**src/rtl/fp_sqrt_seq_if.sv**
```systemverilog
// fp_sqrt_seq_if -- operand/result handshake bundle for fp_sqrt_seq.
//   W             : word width (1 + EXP_W + MAN_W)
//   start, A      : request and operand, driven by the requester (master)
//   busy, done    : operation in flight / one-cycle completion pulse (slave)
//   Out           : rounded root, held until the next done
//   flag_invalid,
//   flag_inexact  : exception flags, valid with done and held
interface fp_sqrt_seq_if #(
    parameter int W = 32
) ();
    logic         start;
    logic [W-1:0] A;
    logic         busy;
    logic         done;
    logic [W-1:0] Out;
    logic         flag_invalid;
    logic         flag_inexact;

    modport master (
        output start, A,
        input  busy, done, Out, flag_invalid, flag_inexact
    );

    modport slave (
        input  start, A,
        output busy, done, Out, flag_invalid, flag_inexact
    );
endinterface

```
**src/rtl/fp_sqrt_seq.sv**
```systemverilog
// fp_sqrt_seq -- sequential IEEE-754 square root, restoring digit recurrence,
// one root bit per cycle, correctly rounded (RNE) or truncated.
//   cpu_clk : sole clock, rising edge
//   rst_n   : asynchronous active-low reset
//   bus     : fp_sqrt_seq_if.slave (start/A in; busy/done/Out/flags out)
// Flow: IDLE -> UNPACK -> (special: IDLE with done) | ITER x (MAN_W+2) -> ROUND -> IDLE.
module fp_sqrt_seq #(
    parameter int EXP_W         = 8,
    parameter int MAN_W         = 23,
    parameter bit ROUND_NEAREST = 1'b1
) (
    input  logic         cpu_clk,
    input  logic         rst_n,
    fp_sqrt_seq_if.slave bus
);
    localparam int W  = 1 + EXP_W + MAN_W;
    localparam int QW = MAN_W + 2;           // root bits + guard
    localparam int RW = MAN_W + 4;           // partial remainder
    localparam int NW = 2 * MAN_W + 4;       // radicand, consumed 2 bits per step
    localparam int FW = MAN_W + 1;           // fraction plus carry-out
    localparam int CW = $clog2(MAN_W + 2);

    localparam logic [EXP_W:0] BIAS = {2'b00, {(EXP_W-1){1'b1}}};
    localparam logic [W-1:0]   QNAN = {1'b0, {EXP_W{1'b1}}, 1'b1, {(MAN_W-1){1'b0}}};
    localparam logic [W-1:0]   PINF = {1'b0, {EXP_W{1'b1}}, {MAN_W{1'b0}}};

    typedef enum logic [1:0] {S_IDLE, S_UNPACK, S_ITER, S_ROUND} state_t;

    state_t              state_q, state_d;
    logic [CW-1:0]       cnt_q, cnt_d;
    logic [W-1:0]        a_q, a_d;
    logic [NW-1:0]       rad_q, rad_d;
    logic [QW-1:0]       root_q, root_d;
    logic [RW-1:0]       rem_q, rem_d;
    logic [EXP_W-1:0]    exp_q, exp_d;
    logic [W-1:0]        out_q, out_d;
    logic                busy_q, busy_d;
    logic                done_q, done_d;
    logic                inv_q, inv_d;
    logic                inx_q, inx_d;

    // ---------------- operand decode ----------------
    logic                sgn;
    logic [EXP_W-1:0]    ef;
    logic [MAN_W-1:0]    ff;
    logic                exp_zero, exp_ones, frac_zero, is_special;
    logic signed [EXP_W:0] e_unb, e_half;
    logic [MAN_W+1:0]    sig_m;

    assign sgn        = a_q[W-1];
    assign ef         = a_q[W-2:MAN_W];
    assign ff         = a_q[MAN_W-1:0];
    assign exp_zero   = (ef == '0);
    assign exp_ones   = &ef;
    assign frac_zero  = (ff == '0);
    // Any negative operand is special: zeros keep their sign, the rest go to qNaN.
    assign is_special = sgn | exp_zero | exp_ones;

    assign e_unb  = $signed({1'b0, ef} - BIAS);
    assign e_half = e_unb >>> 1;             // floor(E/2) covers the odd case too
    // Odd E: fold one factor of 2 into the significand so the radicand is in [1,4).
    assign sig_m  = e_unb[0] ? {1'b1, ff, 1'b0} : {1'b0, 1'b1, ff};

    logic [W-1:0] spec_out;
    logic         spec_inv, spec_inx;

    always_comb begin
        spec_out = {sgn, {(W-1){1'b0}}};
        spec_inv = 1'b0;
        spec_inx = 1'b0;
        if (exp_ones && !frac_zero) begin
            spec_out = QNAN;
            spec_inv = ~ff[MAN_W-1];         // only signalling NaNs raise invalid
        end else if (exp_zero) begin
            spec_inx = ~frac_zero;           // subnormal flushed to signed zero
        end else if (sgn) begin
            spec_out = QNAN;
            spec_inv = 1'b1;
        end else begin
            spec_out = PINF;
        end
    end

    // ---------------- one recurrence step ----------------
    logic [RW-1:0] rem_sh, trial, rem_nx;
    logic [QW-1:0] root_nx;
    logic          ge;

    // Remainder stays below 2^(MAN_W+2) before the shift, so the dropped bits are zero.
    assign rem_sh  = {rem_q[RW-3:0], rad_q[NW-1 -: 2]};
    assign trial   = {root_q, 2'b01};
    assign ge      = (rem_sh >= trial);
    assign rem_nx  = ge ? (rem_sh - trial) : rem_sh;
    assign root_nx = {root_q[QW-2:0], ge};

    // ---------------- rounding ----------------
    logic          guard, sticky, inc;
    logic [FW-1:0] frac_rnd;
    logic [W-1:0]  rnd_out;

    assign guard    = root_q[0];
    assign sticky   = (rem_q != '0);
    assign inc      = ROUND_NEAREST && guard && (sticky || root_q[1]);
    // Hidden bit is always 1, so a carry out of the fraction means 10.0...0.
    assign frac_rnd = {1'b0, root_q[MAN_W:1]} + FW'(inc);
    assign rnd_out  = frac_rnd[MAN_W] ? {1'b0, exp_q + EXP_W'(1), {MAN_W{1'b0}}}
                                      : {1'b0, exp_q, frac_rnd[MAN_W-1:0]};

    // ---------------- state register ----------------
    always_ff @(posedge cpu_clk or negedge rst_n) begin
        if (!rst_n) begin
            state_q <= S_IDLE;
            cnt_q   <= '0;
            a_q     <= '0;
            rad_q   <= '0;
            root_q  <= '0;
            rem_q   <= '0;
            exp_q   <= '0;
            out_q   <= '0;
            busy_q  <= 1'b0;
            done_q  <= 1'b0;
            inv_q   <= 1'b0;
            inx_q   <= 1'b0;
        end else begin
            state_q <= state_d;
            cnt_q   <= cnt_d;
            a_q     <= a_d;
            rad_q   <= rad_d;
            root_q  <= root_d;
            rem_q   <= rem_d;
            exp_q   <= exp_d;
            out_q   <= out_d;
            busy_q  <= busy_d;
            done_q  <= done_d;
            inv_q   <= inv_d;
            inx_q   <= inx_d;
        end
    end

    // ---------------- next state ----------------
    always_comb begin
        state_d = state_q;
        unique case (state_q)
            S_IDLE:   if (bus.start) state_d = S_UNPACK;
            S_UNPACK: state_d = is_special ? S_IDLE : S_ITER;
            S_ITER:   if (cnt_q == '0) state_d = S_ROUND;
            S_ROUND:  state_d = S_IDLE;
            default:  state_d = S_IDLE;
        endcase
    end

    // ---------------- datapath / outputs ----------------
    always_comb begin
        cnt_d  = cnt_q;
        a_d    = a_q;
        rad_d  = rad_q;
        root_d = root_q;
        rem_d  = rem_q;
        exp_d  = exp_q;
        out_d  = out_q;
        busy_d = busy_q;
        done_d = 1'b0;
        inv_d  = inv_q;
        inx_d  = inx_q;
        unique case (state_q)
            S_IDLE: begin
                if (bus.start) begin
                    a_d    = bus.A;
                    busy_d = 1'b1;
                end
            end
            S_UNPACK: begin
                if (is_special) begin
                    out_d  = spec_out;
                    inv_d  = spec_inv;
                    inx_d  = spec_inx;
                    done_d = 1'b1;
                    busy_d = 1'b0;
                end else begin
                    rad_d  = {sig_m, {(MAN_W+2){1'b0}}};
                    root_d = '0;
                    rem_d  = '0;
                    cnt_d  = CW'(MAN_W + 1);
                    exp_d  = EXP_W'(e_half + BIAS);
                end
            end
            S_ITER: begin
                rad_d  = {rad_q[NW-3:0], 2'b00};
                root_d = root_nx;
                rem_d  = rem_nx;
                if (cnt_q != '0) cnt_d = cnt_q - CW'(1);
            end
            S_ROUND: begin
                out_d  = rnd_out;
                inv_d  = 1'b0;
                inx_d  = guard | sticky;
                done_d = 1'b1;
                busy_d = 1'b0;
            end
            default: ;
        endcase
    end

    assign bus.busy         = busy_q;
    assign bus.done         = done_q;
    assign bus.Out          = out_q;
    assign bus.flag_invalid = inv_q;
    assign bus.flag_inexact = inx_q;
endmodule
```
**src/flat_wrapper.sv**
```systemverilog
// flat-port wrapper written by rule: the top's interface ports become plain ports
module fp_sqrt_seq_flat 
#(
    parameter int EXP_W         = 8,
    parameter int MAN_W         = 23,
    parameter bit ROUND_NEAREST = 1'b1
)
  (cpu_clk, rst_n, bus_start, bus_A, bus_busy, bus_done, bus_Out, bus_flag_invalid, bus_flag_inexact);
  fp_sqrt_seq_if bus_i ();
  input  logic cpu_clk;
  input  logic rst_n;
  input wire logic [$bits(bus_i.start)-1:0] bus_start;
  input wire logic [$bits(bus_i.A)-1:0] bus_A;
  output wire logic [$bits(bus_i.busy)-1:0] bus_busy;
  output wire logic [$bits(bus_i.done)-1:0] bus_done;
  output wire logic [$bits(bus_i.Out)-1:0] bus_Out;
  output wire logic [$bits(bus_i.flag_invalid)-1:0] bus_flag_invalid;
  output wire logic [$bits(bus_i.flag_inexact)-1:0] bus_flag_inexact;
  assign bus_i.start = bus_start;
  assign bus_i.A = bus_A;
  assign bus_busy = bus_i.busy;
  assign bus_done = bus_i.done;
  assign bus_Out = bus_i.Out;
  assign bus_flag_invalid = bus_i.flag_invalid;
  assign bus_flag_inexact = bus_i.flag_inexact;
  fp_sqrt_seq #(.EXP_W(EXP_W), .MAN_W(MAN_W), .ROUND_NEAREST(ROUND_NEAREST)) u_core (.cpu_clk(cpu_clk), .rst_n(rst_n), .bus(bus_i));
endmodule
```
**config.mk**
```make
export PLATFORM = sky130hd
export DESIGN_NAME = fp_sqrt_seq_flat
export DESIGN_NICKNAME = d
export VERILOG_FILES = /design/src/rtl/fp_sqrt_seq_if.sv /design/src/rtl/fp_sqrt_seq.sv /design/src/flat_wrapper.sv
export SDC_FILE = /design/constraint.sdc
export NUM_CORES = 1
export LEC_CHECK = 0
export BUFFER_PORTS_ARGS = -buffer_cell sky130_fd_sc_hd__buf_2
export CAP_MARGIN = 5
export CORE_MARGIN = 4
export CORE_UTILIZATION = 30
export DETAILED_ROUTE_END_ITERATION = 12
export GPL_ROUTABILITY_DRIVEN = 0
export PLACE_DENSITY = 0.51
export SLEW_MARGIN = 20
export SYNTH_ARGS = -nofsm -noshare
export SYNTH_HDL_FRONTEND = slang
export SYNTH_SLANG_ARGS = --single-unit
```
**constraint.sdc**
```tcl
create_clock -name cpu_clk -period 4.69 [get_ports cpu_clk]
set_clock_uncertainty 0.05 [all_clocks]
set_input_delay 0.469 -clock cpu_clk [delete_from_list [all_inputs] [get_ports cpu_clk]]
set_output_delay 0.469 -clock cpu_clk [all_outputs]
set_load 0.01 [all_outputs]
```
; ---- Word-level counts from Yosys, hierarchy flattened
; Cells that the tools add are included.
[word_totals]
word_cells = 89
register_bits = 185
inputBits = 35
out_inout_bits = 36
[classes]
n_reduce_logical = 21
eq_ne = 8
bitwise_logic = 6
n_addsub = 6
n_mux = 35
order_cmp = 1
[ops]
columns = op, count
row1 = case mux 50 bit (2 select lines), 1
row2 = 2-to-1 mux 32 bit, 3
row3 = case mux 32 bit (2 select lines), 1
row4 = 2-to-1 mux 27 bit, 2
row5 = case mux 27 bit (2 select lines), 1
row6 = 2-to-1 mux 25 bit, 2
row7 = 2-to-1 mux 50 bit, 1
row8 = case mux 25 bit (2 select lines), 1
row9 = 2-to-1 mux 31 bit, 1
row10 = >= comparator 27 bit, 1
row11 = nonzero test 27 bit, 1
row12 = subtractor 27 bit, 1
row13 = adder 23 x 1 -> 24 bit, 1
row14 = logical NOT 23 bit, 1
row15 = 2-to-1 mux 23 bit, 1
row16 = 2-to-1 mux 1 bit, 10
row17 = 2-to-1 mux 5 bit, 2
row18 = case mux 5 bit (2 select lines), 1
row19 = AND reduction 2 bit, 5
row20 = "subtractor 8 x 7 -> 9 bit, second input constant", 1
row21 = "adder 8 x 1 -> 8 bit, second input constant", 1
row22 = "adder 8 bit, second input constant", 1
row23 = logical NOT 8 bit, 1
row24 = case mux 2 bit (4 select lines), 1
row25 = other kinds (20), 35

; ---- Depth between registers and ports, before layout
; Gate-level depths: netlist of run 1.
[depth]
ltp_word = 6
depth_mapped = 12
mapped_depth_nobuf = 11

; ---- Least setup slack after synthesis of run 1
; Ideal clock, no wire load.
[synth_timing]
kind = flip-flop to flip-flop
from = register u_core.root_q[13]
to = register u_core.rem_q[26]
synth_period_minus_slack_ns = 2.638
path_stages_with_launch = 12
setup_time_ns = 0.131
t_required_ns = 4.509
path_buffers = 1
arrival_ns = 2.457
path_slack_ns = 2.052
cell_sequence = dfrtp_1 inv_1 ha_1 clkbuf_2 a21oi_1 nor2b_1 or4_1 a2111oi_1 o31ai_1 a31oi_1 xor2_1 o211ai_1
[synth_between]
elab_chain_len = 3
elab_cells_between_ends = 4
classes_between = 1 x add/sub / 1 x order compare / 2 x mux
[synth_rtl]
columns = element, line_no
row1 = from (decl), fp_sqrt_seq.sv:33  ; logic [QW-1:0] root_q, root_d;
row2 = from (signal assigned), fp_sqrt_seq.sv:129  ; root_q <= root_d;
row3 = subtractor 27 bit or >= comparator 27 bit (tied branches), "fp_sqrt_seq.sv:93, fp_sqrt_seq.sv:92"
row4 = 2-to-1 mux 27 bit (*), fp_sqrt_seq.sv:93  ; assign rem_nx = ge ? (rem_sh - trial) : rem_sh;
row5 = case mux 27 bit (2 select lines) (*), fp_sqrt_seq.sv:165  ; unique case (state_q)
row6 = to (signal assigned), fp_sqrt_seq.sv:130  ; rem_q <= rem_d;
row7 = to (decl), fp_sqrt_seq.sv:34  ; logic [RW-1:0] rem_q, rem_d;
; Mark *: on every way between the ends. The rest lies on a longest branch, timed or not.
; A chain may end at the register's enable or synchronous reset.

; ---- Final worst setup path of run 1
[layout_timing]
from = register u_core.a_q[23]
to = register u_core.rem_q[26]
[layout_between]
elab_chain_len = 5
elab_cells_between_ends = 6
classes_between = 1 x eq/ne / 2 x bitwise / 3 x reduce/logical
[layout_rtl]
columns = element, line_no
row1 = from (decl), fp_sqrt_seq.sv:31  ; logic [W-1:0] a_q, a_d;
row2 = from (signal assigned), fp_sqrt_seq.sv:114  ; a_q <= '0;
row3 = from (signal assigned), fp_sqrt_seq.sv:127  ; a_q <= a_d;
row4 = logical NOT 8 bit, fp_sqrt_seq.sv:53  ; assign exp_zero = (ef == '0);
row5 = OR 1 bit, fp_sqrt_seq.sv:57  ; assign is_special = sgn | exp_zero | exp_ones;
row6 = OR 1 bit (*), fp_sqrt_seq.sv:57
row7 = != test 2 bit (no line) (*), --
row8 = AND reduction 2 bit (no line) (*), --
; Marked as above.

==> results of run 1 <==
## layer usage
metal,up-vias,wire length [um],part of all wire
li1,3774,-,-
met1,3597,11700,0.50
met2,147,10400,0.45
met3,25,856,0.037
met4,0,412,0.018
met5,-,0,0
## through the flow
stage | setup slack [ns] | util | hold WS, ns
finish | 1.39 | 0.346 | 0.102
global route | 1.23 | 0.346 | 0.195
CTS | 1.41 | 0.346 | 0.193
detailed placement | 1.42 | 0.328 | 0.411
global placement | 1.49 | 0.328 | 0.405
floorplan | 2.05 | - | 0.123
## layout make-up
class / instances / area [um2]
clock buffers: 24 / 482
clock inverters: 8 / 78.8
fillers: 3175 / 20100
inverters: 52 / 195
multi-input cells: 769 / 4910
flip-flops and latches: 160 / 4000
well taps: 396 / 495
repair buffers: 80 / 447
## cell families after synthesis
kind of cell | synth area share
buffers and inverters | 0.0483
XOR/XNOR | 0.0507
AO/OA/AOI/OAI | 0.187
multiplexers | 0.0665
adder cells (fa/ha/maj) | 0.0523
AND/OR/NAND/NOR | 0.166
flip-flops | 0.429
## cell usage in the layout (no fill, tap or decap), types with 8 or more instances in the layout
cell / instances
mux2i_1: 26
nor3_1: 20
nor4_1: 18
nor2_1: 55
dfrtp_1: 160
a21oi_1: 65
nand3_1: 43
buf_2: 69
xnor2_1: 42
nor2b_1: 8
mux2_2: 32
clkbuf_16: 17
ha_1: 38
a21o_1: 17
nand2_1: 124
and3_1: 8
a22o_1: 16
nand4_1: 17
a211oi_1: 9
o21ai_0: 128
o31ai_1: 9
inv_1: 52
buf_4: 9
xor2_1: 12
## flip-flops by register name, indices dropped and copies added, names as in the netlist, 5 cells and up, named ones only
name	count
u_core.rem_q	27
u_core.root_q	25
u_core.cnt_q	5
u_core.bus.Out	32
u_core.exp_q	8
u_core.a_q	32
u_core.rad_q	25
## how the worst min path moves through the flow
stage,from,to,cells after the start
finish,rst_n,u_core.root_q[4],1
global route,bus_A[27],u_core.a_q[27],2
CTS,rst_n,u_core.root_q[5],1
detailed placement,u_core.bus.Out[28],u_core.bus.Out[28],1
global placement,u_core.bus.Out[24],u_core.bus.Out[24],1
floorplan,rst_n,async pin,0
==> run summary, run 1 <==
M2 GR Usage - 0.215
met3 GRT Util - 0.0264
Total GRT Usage - 0.140
status - complete, no violations
die area - 34000 um2
Clock Path Buffers - 2
area post-placement - 10000 um2
Avg Cell Area, Syn - 8.97 um2
drt pass-1 iters - 5
EDFF count, synth - 0
Clock transition at path regs - 0.07 ns
Min-Delay Path Class - input port to async pin
Via density - 5.07
Post-Syn Nets - 1114
end of the worst register-to-register path - u_core.rem_q[26]
Layout Cells excl Fill - 1489
met1 Resource Use GR - 0.200
Synth area leader - dfrtp_1
# IOs - 71
gr ovfl total - 0
post-route cell area - 10600 um2
CTS buffer count - 17
Antenna Cells - 0
count leader, synth - dfrtp_1
Critical path buffers and inverters - 1
CP endpoint kind - flop
number of H-tree levels - 4
yosys warns - 0
CTS sink count - 160
Critical Path Source Type - flop
final net count - 1154
root buf cell - clkbuf_16
Final Cycle Share - 0.704
Crit path depth - 9
post-synthesis register bit count - 160
FFs w/ async S/R, synth - 1.00
Final Hold Fails - 0
dpl cells - 1457
DRC violations left - 0
CTS tree - done
Slew HR - 0.286
WL per Instance - 15.7 um
area of the core - 30700 um2
chip height - 184 um
Largest stage delay, worst path - 0.53 ns
worst endpoint required time - 4.98 ns
flop2flop setup slack - 1.39 ns
busiest layer in global routing - met2
cts hold-fix bufs - 0
chain of cells forming the critical path - ha_1 -> nand4_1 -> nor2_1 -> or3_1 -> a21boi_4 -> buf_4 -> nand2_1 -> or2_2 -> o211ai_1
Crit Path Max Fanout - 57
Die Wd - 184 um
cts repair resizes - 0
CP max-delay cell - nand2_1
worst r2r src - u_core.a_q[23]
Initial Util - 0.304
pin count of the biggest net entering global routing - 107
crit path time final - 3.30 ns
Synth top cells by count - dfrtp_1 (160), o21ai_0 (128), nand2_1 (125)
Least-Margin Pin Slew - 1.06 ns
area share of the largest cell type after synthesis - 0.429
CP startpoint - u_core.a_q[23]
FF-to-FF path depth - 9
share of cells above drive strength 1 - 0.141
Post-CTS Setup Bufs - 0
CP Class - flop to flop
Mapped Cells - 1040
setup TNS - 0 ns
later-pin clock latency in the skew report - 0.43 ns
global-route wire length before repair - 38.7 mm
initial detailed-routing violation count - 514
Cell variety after synth - 60
CP arrival - 3.59 ns
# setup viols final - 0
Syn Std Cell Area - 9330 um2
Area Growth Syn to Fin - 13.7%
FMAX - 0.303 GHz
antenna violations before repair - 0
DP HPWL - 16.5 mm
Max Cap Viol - 0
Max Slew Vio Count - 0
post-synthesis sequential area ratio - 0.429
RSZ-0062 raised after global routing - no
antenna-violating nets left - 0
via count - 7543
WL final - 23.4 mm
top_reg_cell synth - dfrtp_1
PortBufs - 70
ranking of synthesized cells by area - dfrtp_1 (43%), o21ai_0 (6.9%), ha_1 (5.2%), nand2_1 (5.0%), xnor2_1 (3.9%)
CP top delay family - simple AND/OR/NAND/NOR gates
crit path to - u_core.rem_q[26]
vias in the first global route - 7258
row count - 64
Power of run 1 is left out: the tool's default activity adds up to more than one toggle a clock period on the data nets, which glitch-free logic cannot reach.
==> inputs of run 2 (changes only) <==
--- a/config.mk
+++ b/config.mk
@@ -5,13 +5,14 @@
 export SDC_FILE = /design/constraint.sdc
 export NUM_CORES = 1
 export LEC_CHECK = 0
+export ABC_AREA = 1
 export BUFFER_PORTS_ARGS = -buffer_cell sky130_fd_sc_hd__buf_2
 export CAP_MARGIN = 5
 export CORE_MARGIN = 4
 export CORE_UTILIZATION = 30
 export DETAILED_ROUTE_END_ITERATION = 12
 export GPL_ROUTABILITY_DRIVEN = 0
-export PLACE_DENSITY = 0.51
+export PLACE_DENSITY = 0.5
 export SLEW_MARGIN = 20
 export SYNTH_ARGS = -nofsm -noshare
 export SYNTH_HDL_FRONTEND = slang
==> constraint.sdc (replaced) <==
create_clock -name cpu_clk -period 3.4 [get_ports cpu_clk]
set_clock_uncertainty 0.05 [all_clocks]
set_input_delay 0.34 -clock cpu_clk [delete_from_list [all_inputs] [get_ports cpu_clk]]
set_output_delay 0.34 -clock cpu_clk [all_outputs]
set_load 0.01 [all_outputs]
==> run 2 against run 1 <==
  * Final cell count up 34%
  * First-iteration DRC count up 25%
  * Non-clock buffer count up 7
  * Die area up 11%
  * Via count up 23%
  * Worst setup slack worse by 0.79 ns
  * Global-route usage up 1.3 points
  * Sequential share of layout area down 4.0 points
  * Register-to-register slack worse by 0.79 ns
  * Critical path depth up 1
  * Wire length up 23%
  * Largest cell class unchanged
  * Highest routed layer unchanged
==> run summary, run 2 <==
status - complete, no violations
hold path cells - 2
end of the worst register-to-register path - u_core.root_q[0]
ranking of synthesized cells by area - dfrtp_1 (38%), nand2_1 (17%), inv_1 (6.9%), nand3_1 (4.8%), ha_1 (4.7%)
Max Slew Vio Count - 0 (unchanged)
worst endpoint required time - 3.63 ns (-1.35 ns)
fillers - 3752 (+18%)
FMAX - 0.357 GHz (+18%)
most frequent cells in the layout - nand2_1 (479), inv_1 (191), dfrtp_1 (160), nor2_1 (110), nand3_1 (101)
Cell variety after synth - 47 (-22%)
vias in the first global route - 8973 (+24%)
top_reg_cell synth - dfrtp_1
worst r2r src - u_core.root_q[6]
overall power - 11.1 mW
gr ovfl total - 0 (unchanged)
flop2flop setup slack - 0.60 ns (-0.79 ns)
DP HPWL - 21.7 mm (+31%)
global-route wire length before repair - 47.7 mm (+23%)
final net count - 1603 (+39%)
Total GRT Usage - 0.153 (+0.0128)
CP endpoint kind - flop
largest family of logic cells by synthesized area - simple AND/OR/NAND/NOR gates
FFs w/ async S/R, synth - 1.00 (unchanged)
WL per Instance - 14.5 um (-8.0%)
cell mode on critical path - nand2_1
row count - 68 (+6.3%)
Min-Delay Path Class - input port to flop
yosys warns - 0 (unchanged)
chain of cells forming the critical path - inv_1 -> ha_1 -> nand2_1 -> nand2_1 -> a21oi_1 -> nand3_1 -> nand2_2 -> nand3_2 -> nand2_1 -> nand2_1
CTS sink count - 160 (unchanged)
Max Cap Viol - 0 (unchanged)
Pwr Density - 933 nW/um2
RSZ-0062 raised after global routing - no
Syn Std Cell Area - 10400 um2 (+12%)
antenna violations before repair - 0 (unchanged)
chip height - 194 um (+5.5%)
area share of the largest cell type after synthesis - 0.384 (-0.0454)
hold_sp - bus_A[27]
CP top delay family - simple AND/OR/NAND/NOR gates
number of H-tree levels - 4 (unchanged)
drt pass-1 iters - 5 (unchanged)
CP Class - flop to flop
post-synthesis register bit count - 160 (unchanged)
Crit Path Max Fanout - 19 (-67%)
Critical Path Source Type - flop
mux share of post-synthesis cell area - 0.00540 (-0.0611)
Post-Syn Nets - 1546 (+39%)
Slew HR - 0.556 (+0.270)
Largest stage delay, worst path - 0.42 ns (-0.11 ns)
Antenna Cells - 0 (unchanged)
EDFF count, synth - 0 (unchanged)
Synth top cells by count - nand2_1 (480), inv_1 (191), dfrtp_1 (160)
root buf cell - clkbuf_16
initial detailed-routing violation count - 640 (+25%)
Synth area leader - dfrtp_1
die area - 37800 um2 (+11%)
Least-Margin Pin Slew - 0.666 ns (-0.395 ns)
Synth Area in Compound Gates - 0.108 (-0.0790)
CTS tree - done
CP arrival - 3.03 ns (-0.56 ns)
post-synthesis sequential area ratio - 0.384 (-0.0454)
Final Hold Fails - 0 (unchanged)
Final Cycle Share - 0.825 (+0.121)
pin count of the biggest net entering global routing - 58 (-46%)
PortBufs - 70 (unchanged)
Mapped Cells - 1472 (+42%)
count leader, synth - nand2_1
P_leak - 6.25 nW
Via density - 4.66 (-8.1%)
share of cells above drive strength 1 - 0.113 (-0.0274)
crit path time final - 2.80 ns (-0.495 ns)
Peak VDD IR - 729 uV
post-synthesis simple-gate area fraction - 0.324 (+0.158)
via count - 9300 (+23%)
Area Growth Syn to Fin - 13.8% (about the same)
WL final - 28.9 mm (+23%)
Avg Cell Area, Syn - 7.09 um2 (-21%)
CP max-delay cell - dfrtp_1
area of the core - 34500 um2 (+12%)
Initial Util - 0.303 (-0.00145)
Die Wd - 194 um (+5.5%)
Post-Synth Adder-Cell Area - 0.0468 (-0.00553)
leading cell type in the layout, fill and taps excluded - nand2_1
# setup viols final - 0 (unchanged)
Clock transition at path regs - 0.07 ns (about the same)
XOR/XNOR Fraction of Synth Area - 0.0344 (-0.0163)
Hold Crit Endpoint - u_core.a_q[27]
CTS buffer count - 17 (unchanged)
Clock Path Buffers - 2 (unchanged)
setup TNS - 0 ns (unchanged)
antenna-violating nets left - 0 (unchanged)
DRC violations left - 0 (unchanged)
# IOs - 71 (unchanged)
later-pin clock latency in the skew report - 0.44 ns (about the same)
Critical path buffers and inverters - 1 (unchanged)
FF-to-FF path depth - 10 (+1)
## run 2: cell types whose count changed in the layout (fill, tap and decap cells not counted), moves of 22 or more
| cell | previous run | this run |
|---|---|---|
| inv_1 | 52 | 191 |
| mux2_2 | 32 | 5 |
| mux2i_1 | 26 | 0 |
| nand2_1 | 124 | 479 |
| nand3_1 | 43 | 101 |
| nand4_1 | 17 | 39 |
| nor2_1 | 55 | 110 |
| o21ai_0 | 128 | 79 |
| xnor2_1 | 42 | 17 |
## run 2: kinds of logic (layout without fill, tap and decap cells)
kind of cell    count (synthesis)  after routing
compound gates                195            195
xor+xnor                       41             41
fa+ha+maj                      39             39
buf+inv                       252            322
flops                         160            160
mux                             5              5
simple gates                  780            780
## run 2: worst max-delay path by stage
| stage | endpoint | from | cells after the start | slack (ns) |
|---|---|---|---|---|
| 2_1_floorplan | u_core.rem_q[25] | u_core.a_q[23] | 15 | 1.07 |
| 3_3_place_gp | u_core.rem_q[7] | u_core.root_q[18] | 12 | 0.76 |
| 3_5_place_dp | u_core.root_q[0] | u_core.root_q[6] | 10 | 0.68 |
| 4_1_cts | u_core.root_q[0] | u_core.root_q[6] | 10 | 0.65 |
| 5_1_grt | u_core.rem_q[21] | u_core.root_q[6] | 12 | 0.43 |
| 6_report | u_core.root_q[0] | u_core.root_q[6] | 10 | 0.60 |
## run 2: per-layer routing
layer	GRT usage	vias up	wire, um	share of wire
li1	-	4809	-	-
met1	0.220	4291	14400	0.50
met2	0.240	172	12900	0.45
met3	0.0276	28	1090	0.038
met4	0.0375	0	486	0.017
met5	0	-	0	0
## run 2: metrics by stage
stage / cell area, um2 / util / std cells / setup slack, ns / hold slack, ns
after global placement: 11200 / 0.326 / 1964 / 0.755 / 0.285
final: 11900 / 0.345 / 1997 / 0.595 / 0.0764
after global routing: 11900 / 0.345 / 1997 / 0.430 / 0.0599
after floorplan: 10400 / - / 1472 / 1.07 / -0.00559
after CTS: 11900 / 0.345 / 1997 / 0.651 / 0.0568
after detailed placement: 11200 / 0.326 / 1964 / 0.685 / 0.288
## run 2: layout make-up
class	instances	area (um2)	share of cell area
sequential	160	4000	0.337
multi-input combinational	1060	5420	0.456
clock inverter	15	196	0.0165
timing repair buffer	87	499	0.0420
clock buffer	17	425	0.0358
tap	455	569	0.0480
inverter	203	762	0.0642
## run 2: report_power, final
group / total (mW) / internal [mW] / leakage (nW) / switching (mW)
clock network: 2.06 / 1.18 / 0.301 / 0.883
registers: 2.89 / 2.49 / 2.01 / 0.397
logic: 6.13 / 1.98 / 3.94 / 4.15
total: 11.1 / 5.65 / 6.25 / 5.43
## run 2: timing repair
| item | 4_1_cts | 5_1_grt |
|---|---|---|
| resized for setup | 0 | 0 |
| setup endpoints to repair | 0 | 0 |
| hold endpoints to repair | 54 | 0 |
| setup buffers | 0 | 0 |
| hold buffers | 1 | 0 |
Note: power is estimated with default switching activity, not from simulation.
==> inputs of run 3 (changes only) <==
--- a/config.mk
+++ b/config.mk
@@ -12,7 +12,7 @@
 export CORE_UTILIZATION = 30
 export DETAILED_ROUTE_END_ITERATION = 12
 export GPL_ROUTABILITY_DRIVEN = 0
-export PLACE_DENSITY = 0.5
+export PLACE_DENSITY = 0.52
 export SLEW_MARGIN = 20
 export SYNTH_ARGS = -nofsm -noshare
 export SYNTH_HDL_FRONTEND = slang
==> constraint.sdc (replaced) <==
create_clock -name cpu_clk -period 2.4 [get_ports cpu_clk]
set_clock_uncertainty 0.05 [all_clocks]
set_input_delay 0.24 -clock cpu_clk [delete_from_list [all_inputs] [get_ports cpu_clk]]
set_output_delay 0.24 -clock cpu_clk [all_outputs]
set_load 0.01 [all_outputs]
==> run 3 against run 2 <==
  * Clock power is 48% higher
  * Critical path depth is 1 higher
  * Utilization is 2.1 points higher
  * Worst hold slack worse by 0.054 ns
  * Via count is 2.6% higher
  * Fmax is 26% higher
  * Total power is 47% higher
  * Die area stayed put
  * Final cell count is 3.3% higher
  * Sequential share of layout area is 1.9 points lower
  * Register-to-register slack worse by 0.43 ns
  * Critical endpoint is now u_core.rem_q[18]
==> run summary, run 3 (synthesis gave the netlist of run 2 again) <==
status - complete, no violations
global-route wire length before repair - 48.3 mm (+1.4%)
initial detailed-routing violation count - 603 (-5.8%)
via count - 9542 (+2.6%)
Crit Path Max Fanout - 22 (+3)
Clock transition at path regs - 0.07 ns (about the same)
Pwr Density - 1300 nW/um2 (+39%)
number of H-tree levels - 4 (unchanged)
most frequent cells in the layout - nand2_1 (478), inv_1 (191), dfrtp_1 (160), nor2_1 (106), nand3_1 (99)
RSZ-0062 raised after global routing - no
CP max-delay cell - dfrtp_1
root buf cell - clkbuf_16
CP Class - flop to flop
# setup viols final - 0 (unchanged)
WL per Instance - 13.9 um (-3.6%)
Antenna Cells - 0 (unchanged)
vias in the first global route - 9295 (+3.6%)
DRC violations left - 0 (unchanged)
Hold Slack - 0.0222 ns (-0.0542 ns)
FMAX - 0.448 GHz (+26%)
chain of cells forming the critical path - ha_1 -> nand2_1 -> nor2_2 -> nand2_1 -> nor2_2 -> nand3_2 -> nand3_2 -> buf_12 -> nand3_1 -> nand3_1 -> nand2_1
cell mode on critical path - nand2_1
pin count of the biggest net entering global routing - 58 (unchanged)
share of cells above drive strength 1 - 0.136 (+0.0222)
Critical Path Source Type - flop
later-pin clock latency in the skew report - 0.44 ns (about the same)
die area - 37800 um2 (unchanged)
worst endpoint required time - 2.68 ns (-0.95 ns)
Critical path buffers and inverters - 1 (unchanged)
chip height - 194 um (unchanged)
Peak VDD IR - 1110 uV (+53%)
DP HPWL - 21.9 mm (+0.62%)
Total GRT Usage - 0.154 (+0.00126)
Largest stage delay, worst path - 0.40 ns (-0.02 ns)
CP top delay family - simple AND/OR/NAND/NOR gates
CP endpoint kind - flop
leading cell type in the layout, fill and taps excluded - nand2_1
Area Growth Syn to Fin - 20.7%
Final Cycle Share - 0.931 (+0.106)
Slew HR - 0.623 (+0.0673)
Max Slew Vio Count - 0 (unchanged)
row count - 68 (unchanged)
area of the core - 34500 um2 (unchanged)
antenna-violating nets left - 0 (unchanged)
CTS sink count - 160 (unchanged)
setup TNS - 0 ns (unchanged)
gr ovfl total - 0 (unchanged)
Max Cap Viol - 0 (unchanged)
Final Hold Fails - 0 (unchanged)
Min-Delay Path Class - input port to flop
fillers - 3702 (-1.3%)
final net count - 1668 (+4.1%)
P_leak - 6.60 nW (+5.7%)
CTS tree - done
drt pass-1 iters - 5 (unchanged)
antenna violations before repair - 0 (unchanged)
Clock Path Buffers - 2 (unchanged)
crit path time final - 2.23 ns (-0.570 ns)
Least-Margin Pin Slew - 0.565 ns (-0.101 ns)
# IOs - 71 (unchanged)
WL final - 28.8 mm (-0.50%)
PortBufs - 70 (unchanged)
CP arrival - 2.52 ns (-0.51 ns)
Die Wd - 194 um (unchanged)
Initial Util - 0.303 (unchanged)
flop2flop setup slack - 0.17 ns (-0.43 ns)
Via density - 4.63 (-0.63%)
CTS buffer count - 17 (unchanged)
==> run 3: cell type report <==
cell class / instances / area (um2) / area share
clock buffers: 17 / 425 / 0.0338
inverters: 203 / 762 / 0.0605
multi-input cells: 1060 / 5450 / 0.433
flip-flops and latches: 160 / 4000 / 0.318
repair buffers: 152 / 1140 / 0.0909
clock inverters: 15 / 230 / 0.0183
well taps: 455 / 569 / 0.0452
==> run 3: power breakdown <==
part	internal, mW	total [mW]	switching, mW
Sequential	3.53	4.08	0.548
Combinational	3.25	9.17	5.92
Clock	1.78	3.05	1.27
==> run 3: repair_timing <==
action / CTS / global route
setup endpoints to repair: 0 / 22
endpoints found under the hold margin: 79 / 0
hold buffers: 31 / 0
gates resized for setup: 0 / 12
buffers inserted: 0 / 1
==> run 3: through the flow <==
stage                     area, um2  utilization  instances  power, mW  setup WS, ns
after detailed placement      11600        0.336       1998       13.2         0.143
final                         12600        0.365       2062       16.3         0.166
after CTS                     12500        0.364       2061       16.4         0.136
after global placement        11600        0.336       1998       13.1         0.197
after global routing          12600        0.365       2062       18.0       0.00562
after floorplan               10400            -       1472       10.7        0.0707
==> run 3: worst reg2reg max path, stage by stage, from the launching register on <==
cell and delay (ns):
dfrtp_1 0.40, ha_1 0.39, nand2_1 0.19, nor2_2 0.19
nand2_1 0.10, nor2_2 0.15, nand3_2 0.10, nand3_2 0.15
buf_12 0.17, nand3_1 0.10, nand3_1 0.09, nand2_1 0.05
==> run 3: worst paths after layout <==
check,from,end,depth (start not counted)
setup / recovery,u_core.rem_q[15],u_core.rem_q[18],11
hold / removal,bus_A[24],u_core.a_q[24],3
setup reg to reg,u_core.rem_q[15],u_core.rem_q[18],11
max in group asynchronous,rst_n,u_core.root_q[22],3
min in group asynchronous,rst_n,u_core.root_q[24],2
hold reg to reg,u_core.rad_q[38],u_core.rad_q[38],2
==> run 3: routing by layer <==
metal  vias up  GRT usage  part of all wire
li1       4956          -                 -
met1      4364      0.221              0.49
met2       196      0.246              0.45
met3        26     0.0272             0.047
met4         0     0.0331             0.014
met5         -          0                 0
